`config.mk`:
```
export PLATFORM = sky130hd
export DESIGN_NAME = parity_counter_arbiter_flat
export DESIGN_NICKNAME = d
export VERILOG_FILES = /design/src/rtl/parity_counter_arbiter_pkg.sv /design/src/rtl/parity_counter_arbiter_if.sv /design/src/rtl/parity_step_counter.sv /design/src/rtl/parity_counter_arbiter.sv /design/src/flat_wrapper.sv
export SDC_FILE = /design/constraint.sdc
export NUM_CORES = 1
export LEC_CHECK = 0
export BUFFER_PORTS_ARGS = -buffer_cell sky130_fd_sc_hd__buf_2
export CORE_MARGIN = 10
export CORE_UTILIZATION = 58
export CTS_BUF_LIST = sky130_fd_sc_hd__clkbuf_4
export CTS_CLUSTER_DIAMETER = 40
export DETAILED_ROUTE_END_ITERATION = 8
export PLACE_DENSITY = 0.86
export SYNTH_ARGS = -nofsm -noshare
export SYNTH_HDL_FRONTEND = slang
export SYNTH_SLANG_ARGS = --single-unit
```
`constraint.sdc`:
```
create_clock -name clk -period 2.9 [get_ports clk]
set_clock_uncertainty 0.1 [all_clocks]
set_input_delay 0.58 -clock clk [delete_from_list [all_inputs] [get_ports clk]]
set_output_delay 0.58 -clock clk [all_outputs]
set_load 0.02 [all_outputs]
```
`src/rtl/parity_counter_arbiter_pkg.sv`:
```
// Shared types and constants for the parity counter arbiter slice.
package pcarb_pkg;

  localparam int DEF_WIDTH = 4;
  localparam int DEF_STEPW = 4;
  localparam int STEP      = 2;

  localparam logic REQ0 = 1'b0;
  localparam logic REQ1 = 1'b1;

  typedef enum logic [1:0] {
    IDLE  = 2'd0,
    ALIGN = 2'd1,
    RUN   = 2'd2,
    DONE  = 2'd3
  } state_e;

  // Round-robin pick between two requesters; only meaningful when req != 0.
  function automatic logic rr_pick(input logic [1:0] req, input logic last_grant);
    logic pick;
    case (req)
      2'b01:   pick = REQ0;
      2'b10:   pick = REQ1;
      default: pick = ~last_grant;
    endcase
    return pick;
  endfunction

endpackage

```
`src/rtl/parity_counter_arbiter_if.sv`:
```
// Request/grant/count bundle between the two requesters and the arbiter.
interface parity_counter_arbiter_if
  import pcarb_pkg::*;
#(
  parameter int WIDTH = DEF_WIDTH,
  parameter int STEPW = DEF_STEPW
) ();

  logic [1:0]       req;
  logic [1:0]       req_dir;
  logic [1:0]       req_even;
  logic [STEPW-1:0] req_steps0;
  logic [STEPW-1:0] req_steps1;

  logic [1:0]       grant;
  logic             busy;
  logic             done;
  logic             done_id;
  logic [WIDTH-1:0] count;

  modport master (
    output req, req_dir, req_even, req_steps0, req_steps1,
    input  grant, busy, done, done_id, count
  );

  modport slave (
    input  req, req_dir, req_even, req_steps0, req_steps1,
    output grant, busy, done, done_id, count
  );

endinterface

```
`src/rtl/parity_step_counter.sv`:
```
// Count register: +1 parity correction when aligning, +/-STEP when stepping.
// One-cycle update; align takes precedence over step.
module parity_step_counter
  import pcarb_pkg::*;
#(
  parameter int WIDTH = DEF_WIDTH
) (
  input  logic             clk,
  input  logic             reset,
  input  logic             align_en_i,
  input  logic             target_even_i,
  input  logic             step_en_i,
  input  logic             dir_i,
  output logic [WIDTH-1:0] count_o
);

  logic [WIDTH-1:0] count_q;
  logic [WIDTH-1:0] count_d;
  logic             parity_miss;

  // Even target wants bit0 clear, so a miss is bit0 equal to target_even.
  assign parity_miss = (count_q[0] == target_even_i);

  always_comb begin
    count_d = count_q;
    if (align_en_i) begin
      if (parity_miss) begin
        count_d = count_q + WIDTH'(1);
      end
    end else if (step_en_i) begin
      count_d = dir_i ? (count_q + WIDTH'(STEP)) : (count_q - WIDTH'(STEP));
    end
  end

  always_ff @(posedge clk) begin
    if (reset) begin
      count_q <= '0;
    end else begin
      count_q <= count_d;
    end
  end

  assign count_o = count_q;

endmodule

```
`src/rtl/parity_counter_arbiter.sv`:
```
// Round-robin owner of a shared even/odd step counter: align parity, step N times, pulse done.
// Run latency N+2 cycles from acceptance to done; requests are only sampled in IDLE.
module parity_counter_arbiter
  import pcarb_pkg::*;
#(
  parameter int WIDTH = DEF_WIDTH,
  parameter int STEPW = DEF_STEPW
) (
  input  logic                     clk,
  input  logic                     reset,
  parity_counter_arbiter_if.slave  bus
);

  state_e           state_q, state_d;
  logic             owner_q, owner_d;
  logic             last_grant_q, last_grant_d;
  logic             dir_q, dir_d;
  logic             even_q, even_d;
  logic [STEPW-1:0] steps_q, steps_d;

  logic             winner;
  logic             align_en;
  logic             step_en;
  logic [WIDTH-1:0] count;

  assign winner = rr_pick(bus.req, last_grant_q);

  always_comb begin
    state_d      = state_q;
    owner_d      = owner_q;
    last_grant_d = last_grant_q;
    dir_d        = dir_q;
    even_d       = even_q;
    steps_d      = steps_q;
    align_en     = 1'b0;
    step_en      = 1'b0;

    case (state_q)
      IDLE: begin
        if (bus.req != 2'b00) begin
          owner_d = winner;
          dir_d   = bus.req_dir[winner];
          even_d  = bus.req_even[winner];
          steps_d = winner ? bus.req_steps1 : bus.req_steps0;
          state_d = ALIGN;
        end
      end
      ALIGN: begin
        align_en = 1'b1;
        state_d  = (steps_q != '0) ? RUN : DONE;
      end
      RUN: begin
        step_en = 1'b1;
        steps_d = steps_q - STEPW'(1);
        if (steps_q == STEPW'(1)) begin
          state_d = DONE;
        end
      end
      DONE: begin
        last_grant_d = owner_q;
        state_d      = IDLE;
      end
      default: state_d = IDLE;
    endcase
  end

  // last_grant resets to REQ1 so requester 0 wins the first contention.
  always_ff @(posedge clk) begin
    if (reset) begin
      state_q      <= IDLE;
      owner_q      <= REQ0;
      last_grant_q <= REQ1;
      dir_q        <= 1'b0;
      even_q       <= 1'b0;
      steps_q      <= '0;
    end else begin
      state_q      <= state_d;
      owner_q      <= owner_d;
      last_grant_q <= last_grant_d;
      dir_q        <= dir_d;
      even_q       <= even_d;
      steps_q      <= steps_d;
    end
  end

  parity_step_counter #(
    .WIDTH (WIDTH)
  ) u_counter (
    .clk           (clk),
    .reset         (reset),
    .align_en_i    (align_en),
    .target_even_i (even_q),
    .step_en_i     (step_en),
    .dir_i         (dir_q),
    .count_o       (count)
  );

  assign bus.busy    = (state_q != IDLE);
  assign bus.grant   = (state_q == IDLE) ? 2'b00 : (owner_q ? 2'b10 : 2'b01);
  assign bus.done    = (state_q == DONE);
  assign bus.done_id = (state_q == DONE) & owner_q;
  assign bus.count   = count;

endmodule

```
`src/flat_wrapper.sv`:
```
// flat-port wrapper written by rule: the top's interface ports become plain ports
module parity_counter_arbiter_flat import pcarb_pkg::*;
#(
  parameter int WIDTH = DEF_WIDTH,
  parameter int STEPW = DEF_STEPW
)
  (clk, reset, bus_req, bus_req_dir, bus_req_even, bus_req_steps0, bus_req_steps1, bus_grant, bus_busy, bus_done, bus_done_id, bus_count);
  parity_counter_arbiter_if #(.WIDTH(WIDTH), .STEPW(STEPW)) bus_i ();
  input  logic clk;
  input  logic reset;
  input wire logic [$bits(bus_i.req)-1:0] bus_req;
  input wire logic [$bits(bus_i.req_dir)-1:0] bus_req_dir;
  input wire logic [$bits(bus_i.req_even)-1:0] bus_req_even;
  input wire logic [$bits(bus_i.req_steps0)-1:0] bus_req_steps0;
  input wire logic [$bits(bus_i.req_steps1)-1:0] bus_req_steps1;
  output wire logic [$bits(bus_i.grant)-1:0] bus_grant;
  output wire logic [$bits(bus_i.busy)-1:0] bus_busy;
  output wire logic [$bits(bus_i.done)-1:0] bus_done;
  output wire logic [$bits(bus_i.done_id)-1:0] bus_done_id;
  output wire logic [$bits(bus_i.count)-1:0] bus_count;
  assign bus_i.req = bus_req;
  assign bus_i.req_dir = bus_req_dir;
  assign bus_i.req_even = bus_req_even;
  assign bus_i.req_steps0 = bus_req_steps0;
  assign bus_i.req_steps1 = bus_req_steps1;
  assign bus_grant = bus_i.grant;
  assign bus_busy = bus_i.busy;
  assign bus_done = bus_i.done;
  assign bus_done_id = bus_i.done_id;
  assign bus_count = bus_i.count;
  parity_counter_arbiter #(.WIDTH(WIDTH), .STEPW(STEPW)) u_core (.clk(clk), .reset(reset), .bus(bus_i));
endmodule
```
-- Word-level counts from Yosys, hierarchy flattened
Cells that the tools add are included.
- $add $sub $neg: 4
- multiply operators: 0
- div/mod/pow operators: 0
- magnitude comparators: 1
- equal/unequal tests: 10
- shift operators: 0
- multiplexer cells: 20
- bitwise gates (word level): 2
- reductions and logical operators: 10
- operators by type and width (cell ; count):
    2-to-1 mux 4 bit ; 6
    2-to-1 mux 2 bit ; 4
    one-hot mux 2 bit (4 select lines) ; 1
    one-hot mux 4 bit (2 select lines) ; 1
    AND reduction 2 bit ; 4
    nonzero test 2 bit ; 4
    2-to-1 mux 1 bit ; 7
    equality test 2 bit, second input constant ; 3
    adder 4 x 1 -> 4 bit, second input constant ; 1
    adder 4 x 2 -> 4 bit, second input constant ; 1
    equality test 2 x 1 -> 1 bit, second input constant ; 2
    equality test 4 x 1 -> 1 bit, second input constant ; 1
    inequality test 2 x 1 -> 1 bit, second input constant ; 2
    nonzero test 4 bit ; 1
    subtractor 4 x 1 -> 4 bit, second input constant ; 1
    subtractor 4 x 2 -> 4 bit, second input constant ; 1
    zero test 2 bit ; 1
    less-than comparator 1 x 2 -> 1 bit, second input constant ; 1
    inequality test 2 bit, second input constant ; 1
    one-hot mux 1 bit (2 select lines) ; 1
    bitwise AND 1 bit ; 1
    equality test 1 bit ; 1
    NOT 1 bit ; 1
- bits in registers: 14
- latch bits: 0
- RAM bits: 0
- bits in read-only memories: 0
- input port bits: 16
- output and inout port bits: 9
- logic and storage cells: 54
- memories kept: 0

-- Logic depth before layout (Yosys ltp)
Gate-level depths: netlist of run 1.
- depth after elaboration: 5
- gate-level depth with buffers: 7
- depth with buffers taken out: 6

-- Hierarchy
From an unflattened synthesis of run 1, not the netlist that was laid out.
- cells, all modules: 108
- area, all modules: 997.2 um2
- modules (own cells, without submodules) (module ; times used ; cells an instance ; area each (um2) ; seq. area each (um2)):
    parity_counter_arbiter ; 1 ; 82 ; 748.2 ; 200.2
    parity_step_counter ; 1 ; 26 ; 249.0 ; 80.1

-- Worst setup path before layout of run 1
Ideal clock, no wire load.
- kind: input port to flip-flop
- from: input bus_req[0]
- to: register u_core.steps_q[3]
- library setup time: 75 ps
- arrival: 1663 ps
- required time: 2725 ps
- path slack: 1063 ps
- stages on the path: 6
- path buffers: 0
- cells stage by stage: inv_1 > ha_1 > nor2_1 > o21ai_0 > a211o_1 > a31oi_1
- longest elaborated chain between the ends: 5
- elaborated cells between the ends (all ways): 9
- classes of those cells: eq/ne (3); mux (4); reduce/logical (2)
- ends and longest elaborated chain (what ; RTL line ; RTL):
    start: declaration ; flat_wrapper.sv:11 ; input wire logic [$bits(bus_i.req)-1:0] bus_req;
    equality test 2 bit or equality test 2 x 1 -> 1 bit (tied branches) ; parity_counter_arbiter_pkg.sv:21 ; case (req)
    one-hot mux 1 bit (2 select lines) ; parity_counter_arbiter_pkg.sv:21 ;
    2-to-1 mux 4 bit ; parity_counter_arbiter.sv:44 ; steps_d = winner ? bus.req_steps1 : bus.req_steps0;
    2-to-1 mux 4 bit ; parity_counter_arbiter.sv:40 ; if (bus.req != 2'b00) begin
    one-hot mux 4 bit (2 select lines) ; parity_counter_arbiter.sv:38 ; case (state_q)
    end signal: assignment ; parity_counter_arbiter.sv:82 ; steps_q <= steps_d;
    end: declaration ; parity_counter_arbiter.sv:19 ; logic [STEPW-1:0] steps_q, steps_d;
Several ways; a longest one is shown, not always the timed one. The select of a mux whose other input is x is not followed.
A chain may end at the register's enable or synchronous reset.

-- Worst setup path after layout of run 1
- from: register u_core.state_q[0]
- to: output bus_grant[1]
- longest elaborated chain between the ends: 2
- ends and longest elaborated chain (what ; RTL line ; RTL):
    start: declaration ; parity_counter_arbiter.sv:14 ; state_e state_q, state_d;
    start signal: assignment ; parity_counter_arbiter.sv:77 ; state_q <= state_d;
    zero test 2 bit ; parity_counter_arbiter.sv:99 ; assign bus.grant = (state_q == IDLE) ? 2'b00 : (owner_q ? 2'b10 : 2'b01);
    2-to-1 mux 2 bit ; parity_counter_arbiter.sv:99 ;
    end: declaration ; flat_wrapper.sv:16 ; output wire logic [$bits(bus_i.grant)-1:0] bus_grant;
Every way passes these cells.

==> results of run 1 <==
==> worst min-delay path, delay by kind of cell (launching register included) <==
| kind | cells | cell delay (ns) |
|---|---|---|
| AND/OR/NAND/NOR | 1 | 0.11 |
| AO/OA/AOI/OAI | 1 | 0.05 |
| flip-flops | 1 | 0.33 |
==> worst paths after layout <==
check	start	to
max	u_core.state_q[0]	bus_grant[1]
min	u_core.even_q	u_core.even_q
max reg2reg	u_core.state_q[0]	u_core.steps_q[3]
min reg2reg	u_core.even_q	u_core.even_q
==> cell families after synthesis <==
family / count (synthesis) / synth area share [%]
and+or+nand+nor: 41 / 21.3
buffers and inverters: 14 / 5.46
muxes: 3 / 3.05
xor gates and xnor gates: 2 / 1.78
DFF: 14 / 28.4
AOI/OAI and AO/OA: 35 / 25.3
adders and majority gates: 11 / 14.7
==> routing by layer <==
metal	global-route usage [%]	vias up	part of all wire [%]
met5	0	-	0
met2	21.9	41	44
met4	8.47	0	2.7
met3	5.35	6	8.6
met1	16.1	415	45
li1	-	473	-
==> sequential cells by signal, indices dropped and copies added, names as in the netlist <==
name                      count
u_core.steps_q                4
u_core.last_grant_q           1
u_core.u_counter.count_o      4
u_core.dir_q                  1
u_core.even_q                 1
u_core.state_q                2
u_core.owner_q                1
==> per-stage QoR <==
step | hold slack (ns) | area [µm²] | util, % | instances | total power [mW]
6_report | 0.432 | 1140 | 73.1 | 161 | 1.09
5_1_grt | 0.454 | 1140 | 73.1 | 161 | 1.19
4_1_cts | 0.433 | 1140 | 73.1 | 161 | 1.09
3_5_place_dp | 0.408 | 1110 | 71.4 | 157 | 0.977
3_3_place_gp | 0.391 | 1110 | 71.4 | 157 | 0.944
2_1_floorplan | 0.351 | 986 | - | 120 | 0.823
==> cell type report <==
cell class / count / area, µm²
multi-input cells: 92 / 652
flip-flops and latches: 14 / 280
clock inverters: 1 / 3.75
fillers: 127 / 419
well taps: 16 / 20.0
clock buffers: 3 / 22.5
repair buffers: 24 / 120
inverters: 11 / 41.3
==> power groups by stage <==
stage | Combinational, mW | Clock [mW] | Sequential, mW
final | 0.612 | 0.117 | 0.359
after CTS | 0.617 | 0.119 | 0.357
after global placement | 0.590 | 0 | 0.354
after floorplan | 0.462 | 0 | 0.361
after global routing | 0.694 | 0.127 | 0.370
after detailed placement | 0.615 | 0 | 0.362
==> layout by cell type, fill, tap and decap left out, drive strengths merged, types with 3 or more instances in the layout <==
master	count
nor2b	3
a311oi	3
dfxtp	14
a31oi	3
a21oi	8
nand3	4
o21ai	9
inv	11
buf	24
nor2	11
nand2	9
ha	10
mux2i	3
clkbuf	3
and2	3
a211o	5
==> impl_metrics.py, run 1 <==
metrics = {
    "worst_setup_path": {
        "startpoint_type": "flip-flop",
        "crit_chain": "inv_1 > ha_1 > nor2b_1 > buf_2",
        "critical_path_arrival_ns": 1.43,
        "path_class": "reg -> out",
        "critPathMaxStageDelay_ns": 0.44,
        "crit_cells": 4,
        "crit_slowest_cell": "dfxtp_1",
        "crit_required_ns": 2.22,
        "regToRegSetupSlack_ns": 1.00,
        "endpoint_kind": "output port",
        "crit_family": "flip-flops",
        "r2r_cells": 5,
        "crit_buf_inv": 2,
        "critPathMaxFanout": 7,
    },
    "yosys": {
        "synth_warnings": 0,
        "async_reset_ff_share_pct": 0,
        "synth_top_area_share_pct": 28.4,
        "synth_flop_cell": "dfxtp_1",
        "synth.area.top_cells": "dfxtp_1 28%, ha_1 13%, a211o_1 4.4%",
        "synthDistinctLibCells": 37,
        "syn_area_um2": 986,
        "syn_inst": 120,
        "synth_most_common_cell": "dfxtp_1",
        "netlist_top_cells_count": "14 x dfxtp_1, 11 x inv_1, 11 x nor2_1, 10 x ha_1, 9 x nand2_1",
        "synth.ff_latch_count": 14,
        "ys_seq_area_share_pct": 28.4,
        "avgSynthCellArea_um2": 8.22,
        "synth_fp_nets": 147,
        "synth_edf_count": 0,
        "synth_top_cell_by_area": "dfxtp_1",
    },
    "route": {
        "num_vias": 935,
        "drt_pass1_iterations": 4,
        "post_drt_wl_per_cell_um": 14.4,
        "wl_um": 2310,
        "ant_nets": 0,
        "routed_via_density": 5.81,
        "drc": 0,
        "drtIter0Drc": 8,
    },
    "floorplan": {
        "die_w_um": 61.2,
        "dieHeight_um": 61.2,
        "initial_core_util_pct": 63.2,
        "fp-row-count": 14,
        "pin_count": 25,
        "die_area_mm2": 0.00375,
        "coreArea_mm2": 0.00156,
    },
    "clock_network": {
        "cts_setup_buffers": 0,
        "clk_latency_ns": 0.29,
        "clkTransAtPathRegs_ns": 0.09,
        "ctsResizeCount": 0,
        "hold_buffers": 0,
        "cts-root-buf": "clkbuf_4",
        "cts.path.max_buffers": 2,
        "cts_tree": "done",
        "clkSinkCount": 14,
        "cts_buffers": 3,
        "htreeDepth": 1,
    },
    "global_route": {
        "grt_max_degree": 16,
        "grt_pass1_wl_um": 4000,
        "grt_overflow": 0,
        "grt_pass1_vias": 948,
        "gr-usage-all-layers_pct": 14.1,
        "antenna_found_initial": 0,
    },
    "power": {
        "p_sw_share_pct": 46.7,
        "seq_power_share_pct": 33.0,
        "switchingPower_mw": 0.508,
        "power_frac_comb_pct": 56.3,
        "max-vdd-ir-drop_mv": 0.531,
        "power_density_mw_per_mm2": 954,
        "p_leak_nw": 0.525,
        "clkPwrFrac_pct": 10.7,
        "intPower_mw": 0.579,
    },
    "sta": {
        "worst_pin_slew_ns": 0.519,
        "relSlewSlack_pct": 65.2,
        "slew_viol_final": 0,
        "tns_ns": 0,
        "min_period_over_period_pct": 72.7,
        "min_period_ns": 2.11,
        "rsz0062_at_grt": "no",
        "hold_viol": 0,
        "finalSetupViolCount": 0,
        "setup_ws_ns": 0.792,
        "clock.fmax_mhz": 474,
    },
    "place": {
        "post-place-ws_ns": 0.816,
        "routabilityCongestion": 0.762,
        "dp_hpwl_um": 1860,
        "io_buffers": 24,
    },
    "final_layout": {
        "drive_gt1_share_pct": 22.8,
        "nNetsFinal": 173,
        "area_delta_synth_final_pct": 15.6,
        "antennaDiodeCount": 0,
    },
    "run": {
        "max_cap_violations": 0,
    },
    "min_path": {
        "min_path_cells": 2,
        "worst_hold_path_type": "reg -> reg",
    },
    "status": {
        "status": "finished clean",
    },
}
Power figures use the tool's default switching activity.
==> run 2: changes to the inputs <==
--- a/config.mk
+++ b/config.mk
@@ -7,11 +7,11 @@
 export LEC_CHECK = 0
 export BUFFER_PORTS_ARGS = -buffer_cell sky130_fd_sc_hd__buf_2
 export CORE_MARGIN = 10
-export CORE_UTILIZATION = 58
+export CORE_UTILIZATION = 49
 export CTS_BUF_LIST = sky130_fd_sc_hd__clkbuf_4
 export CTS_CLUSTER_DIAMETER = 40
 export DETAILED_ROUTE_END_ITERATION = 8
-export PLACE_DENSITY = 0.86
+export PLACE_DENSITY = 0.78
 export SYNTH_ARGS = -nofsm -noshare
 export SYNTH_HDL_FRONTEND = slang
 export SYNTH_SLANG_ARGS = --single-unit
==> constraint.sdc (replaced) <==
create_clock -name clk -period 1.8 [get_ports clk]
set_clock_uncertainty 0.1 [all_clocks]
set_input_delay 0.36 -clock clk [delete_from_list [all_inputs] [get_ports clk]]
set_output_delay 0.36 -clock clk [all_outputs]
set_load 0.02 [all_outputs]
==> impl_metrics.py, run 2 (synthesis gave the netlist of run 1 again) <==
metrics = {
    "power": {
        "p_sw_share_pct": 45.4,
        "switchingPower_mw": 0.820,
        "power_density_mw_per_mm2": 1510,
        "intPower_mw": 0.986,
        "power_mw": 1.81,
        "seq_power_share_pct": 31.3,
        "clkPwrFrac_pct": 10.6,
        "max-vdd-ir-drop_mv": 0.778,
        "p_leak_nw": 0.551,
        "power_frac_comb_pct": 58.1,
    },
    "floorplan": {
        "pin_count": 25,
        "fp-row-count": 16,
        "dieHeight_um": 64.9,
        "initial_core_util_pct": 50.8,
        "die_w_um": 64.9,
        "die_area_mm2": 0.00421,
        "coreArea_mm2": 0.00194,
    },
    "sta": {
        "slew_viol_final": 0,
        "min_period_over_period_pct": 95.6,
        "relSlewSlack_pct": 64.8,
        "hold_viol": 0,
        "clock.fmax_mhz": 581,
        "rsz0062_at_grt": "no",
        "finalSetupViolCount": 0,
        "worst_pin_slew_ns": 0.525,
        "min_period_ns": 1.72,
        "tns_ns": 0,
    },
    "clock_network": {
        "cts_buffers": 3,
        "clkTransAtPathRegs_ns": 0.09,
        "clkSinkCount": 14,
        "htreeDepth": 1,
        "cts_setup_buffers": 0,
        "cts-root-buf": "clkbuf_4",
        "cts_tree": "done",
        "clk_latency_ns": 0.29,
        "cts.path.max_buffers": 2,
    },
    "worst_setup_path": {
        "regToRegEndpoint": "u_core.u_counter.count_o[3]",
        "critPathMaxFanout": 6,
        "endpoint_kind": "flip-flop",
        "crit_required_ns": 1.89,
        "critical_path_arrival_ns": 1.82,
        "startpoint_type": "flip-flop",
        "reg2reg_from": "u_core.u_counter.count_o[1]",
        "regToRegSetupSlack_ns": 0.08,
        "r2r_cells": 5,
        "path_class": "reg -> reg",
    },
    "place": {
        "routabilityCongestion": 0.725,
        "io_buffers": 24,
        "dp_hpwl_um": 1930,
    },
    "route": {
        "wl_um": 2330,
        "ant_nets": 0,
        "drc": 0,
        "routed_via_density": 5.34,
        "num_vias": 945,
        "drt_pass1_iterations": 4,
        "post_drt_wl_per_cell_um": 13.2,
        "drtIter0Drc": 25,
    },
    "final_layout": {
        "antennaDiodeCount": 0,
        "nNetsFinal": 178,
        "layout_common_cells": "24 x buf_2, 12 x dfxtp_1, 11 x inv_1, 11 x nor2_1",
        "final_common_cell": "buf_2",
        "drive_gt1_share_pct": 27.3,
        "area_delta_synth_final_pct": 21.3,
    },
    "global_route": {
        "grt_max_degree": 16,
        "gr-usage-all-layers_pct": 12.0,
        "grt_overflow": 0,
        "grt_pass1_wl_um": 4100,
        "grt_pass1_vias": 956,
        "antenna_found_initial": 0,
    },
    "status": {
        "status": "finished clean",
    },
    "min_path": {
        "min_path_cells": 3,
        "hold_path.startpoint": "bus_req_even[0]",
        "worst_hold_path_type": "in -> reg",
        "min_to": "u_core.even_q",
    },
    "run": {
        "max_cap_violations": 0,
    },
}
==> run 2: changes by cell type in the layout (fill, tap and decap cells not counted), sizes merged <==
cell / delta
buf: +5
==> run 2: critical path: stages, from the launching register on <==
cell	delay (ns)
dfxtp_1	0.38
fa_1	0.45
xor2_1	0.15
o21a_1	0.18
o21a_1	0.17
o21ba_2	0.20
==> run 2: area by class of cell <==
| class | instances | area (µm²) |
|---|---|---|
| Clock buffer | 3 | 22.5 |
| Fill cell | 199 | 746 |
| Tap cell | 27 | 33.8 |
| Timing Repair Buffer | 29 | 158 |
| Multi-Input combinational cell | 92 | 654 |
| Inverter | 11 | 41.3 |
| Sequential cell | 14 | 283 |
| Clock inverter | 1 | 3.75 |
==> run 2: power groups by stage <==
stage,Combinational [mW],Sequential [mW],Clock (mW)
floorplan,0.744,0.581,0
global placement,1.01,0.561,0
detailed placement,1.05,0.570,0
CTS,1.06,0.564,0.200
global route,1.18,0.592,0.209
finish,1.05,0.566,0.191
==> run 2: worst max path at each step <==
stage                                              to                        start  slack, ns  cells after the start
after floorplan           u_core.u_counter.count_o[3]  u_core.u_counter.count_o[1]       0.06                      5
after global placement              u_core.steps_q[2]                   bus_req[0]       0.06                      7
after detailed placement            u_core.steps_q[3]                   bus_req[0]      0.004                      7
after CTS                                bus_grant[1]            u_core.state_q[1]       0.03                      4
after global routing                     bus_grant[1]            u_core.state_q[0]      0.002                      4
final                     u_core.u_counter.count_o[3]  u_core.u_counter.count_o[1]       0.08                      5
==> run 2: through the flow <==
| step | setup WS (ns) | util [%] | cells | hold slack [ns] | instance area [µm²] |
|---|---|---|---|---|---|
| floorplan | 0.0640 | - | 120 | 0.332 | 986 |
| global placement | 0.0597 | 60.0 | 173 | 0.378 | 1160 |
| global route | 0.00243 | 61.6 | 177 | 0.220 | 1200 |
| finish | 0.0792 | 61.6 | 177 | 0.217 | 1200 |
| CTS | 0.0254 | 61.5 | 177 | 0.209 | 1190 |
| detailed placement | 0.00374 | 60.0 | 173 | 0.400 | 1160 |
==> run 2: metal layers <==
layer | vias up | global-route usage (%) | wire, µm
met3 | 5 | 2.23 | 135
met1 | 429 | 14.1 | 1100
met2 | 27 | 19.2 | 1030
li1 | 484 | - | -
met4 | 0 | 8.02 | 68
met5 | - | 0 | 0
==> run 2: repair_timing <==
action | CTS | global route
resized for setup | 2 | 1
pin swaps | 0 | 0
hold buffers | 0 | 0
endpoints found under the setup margin | 3 | 6
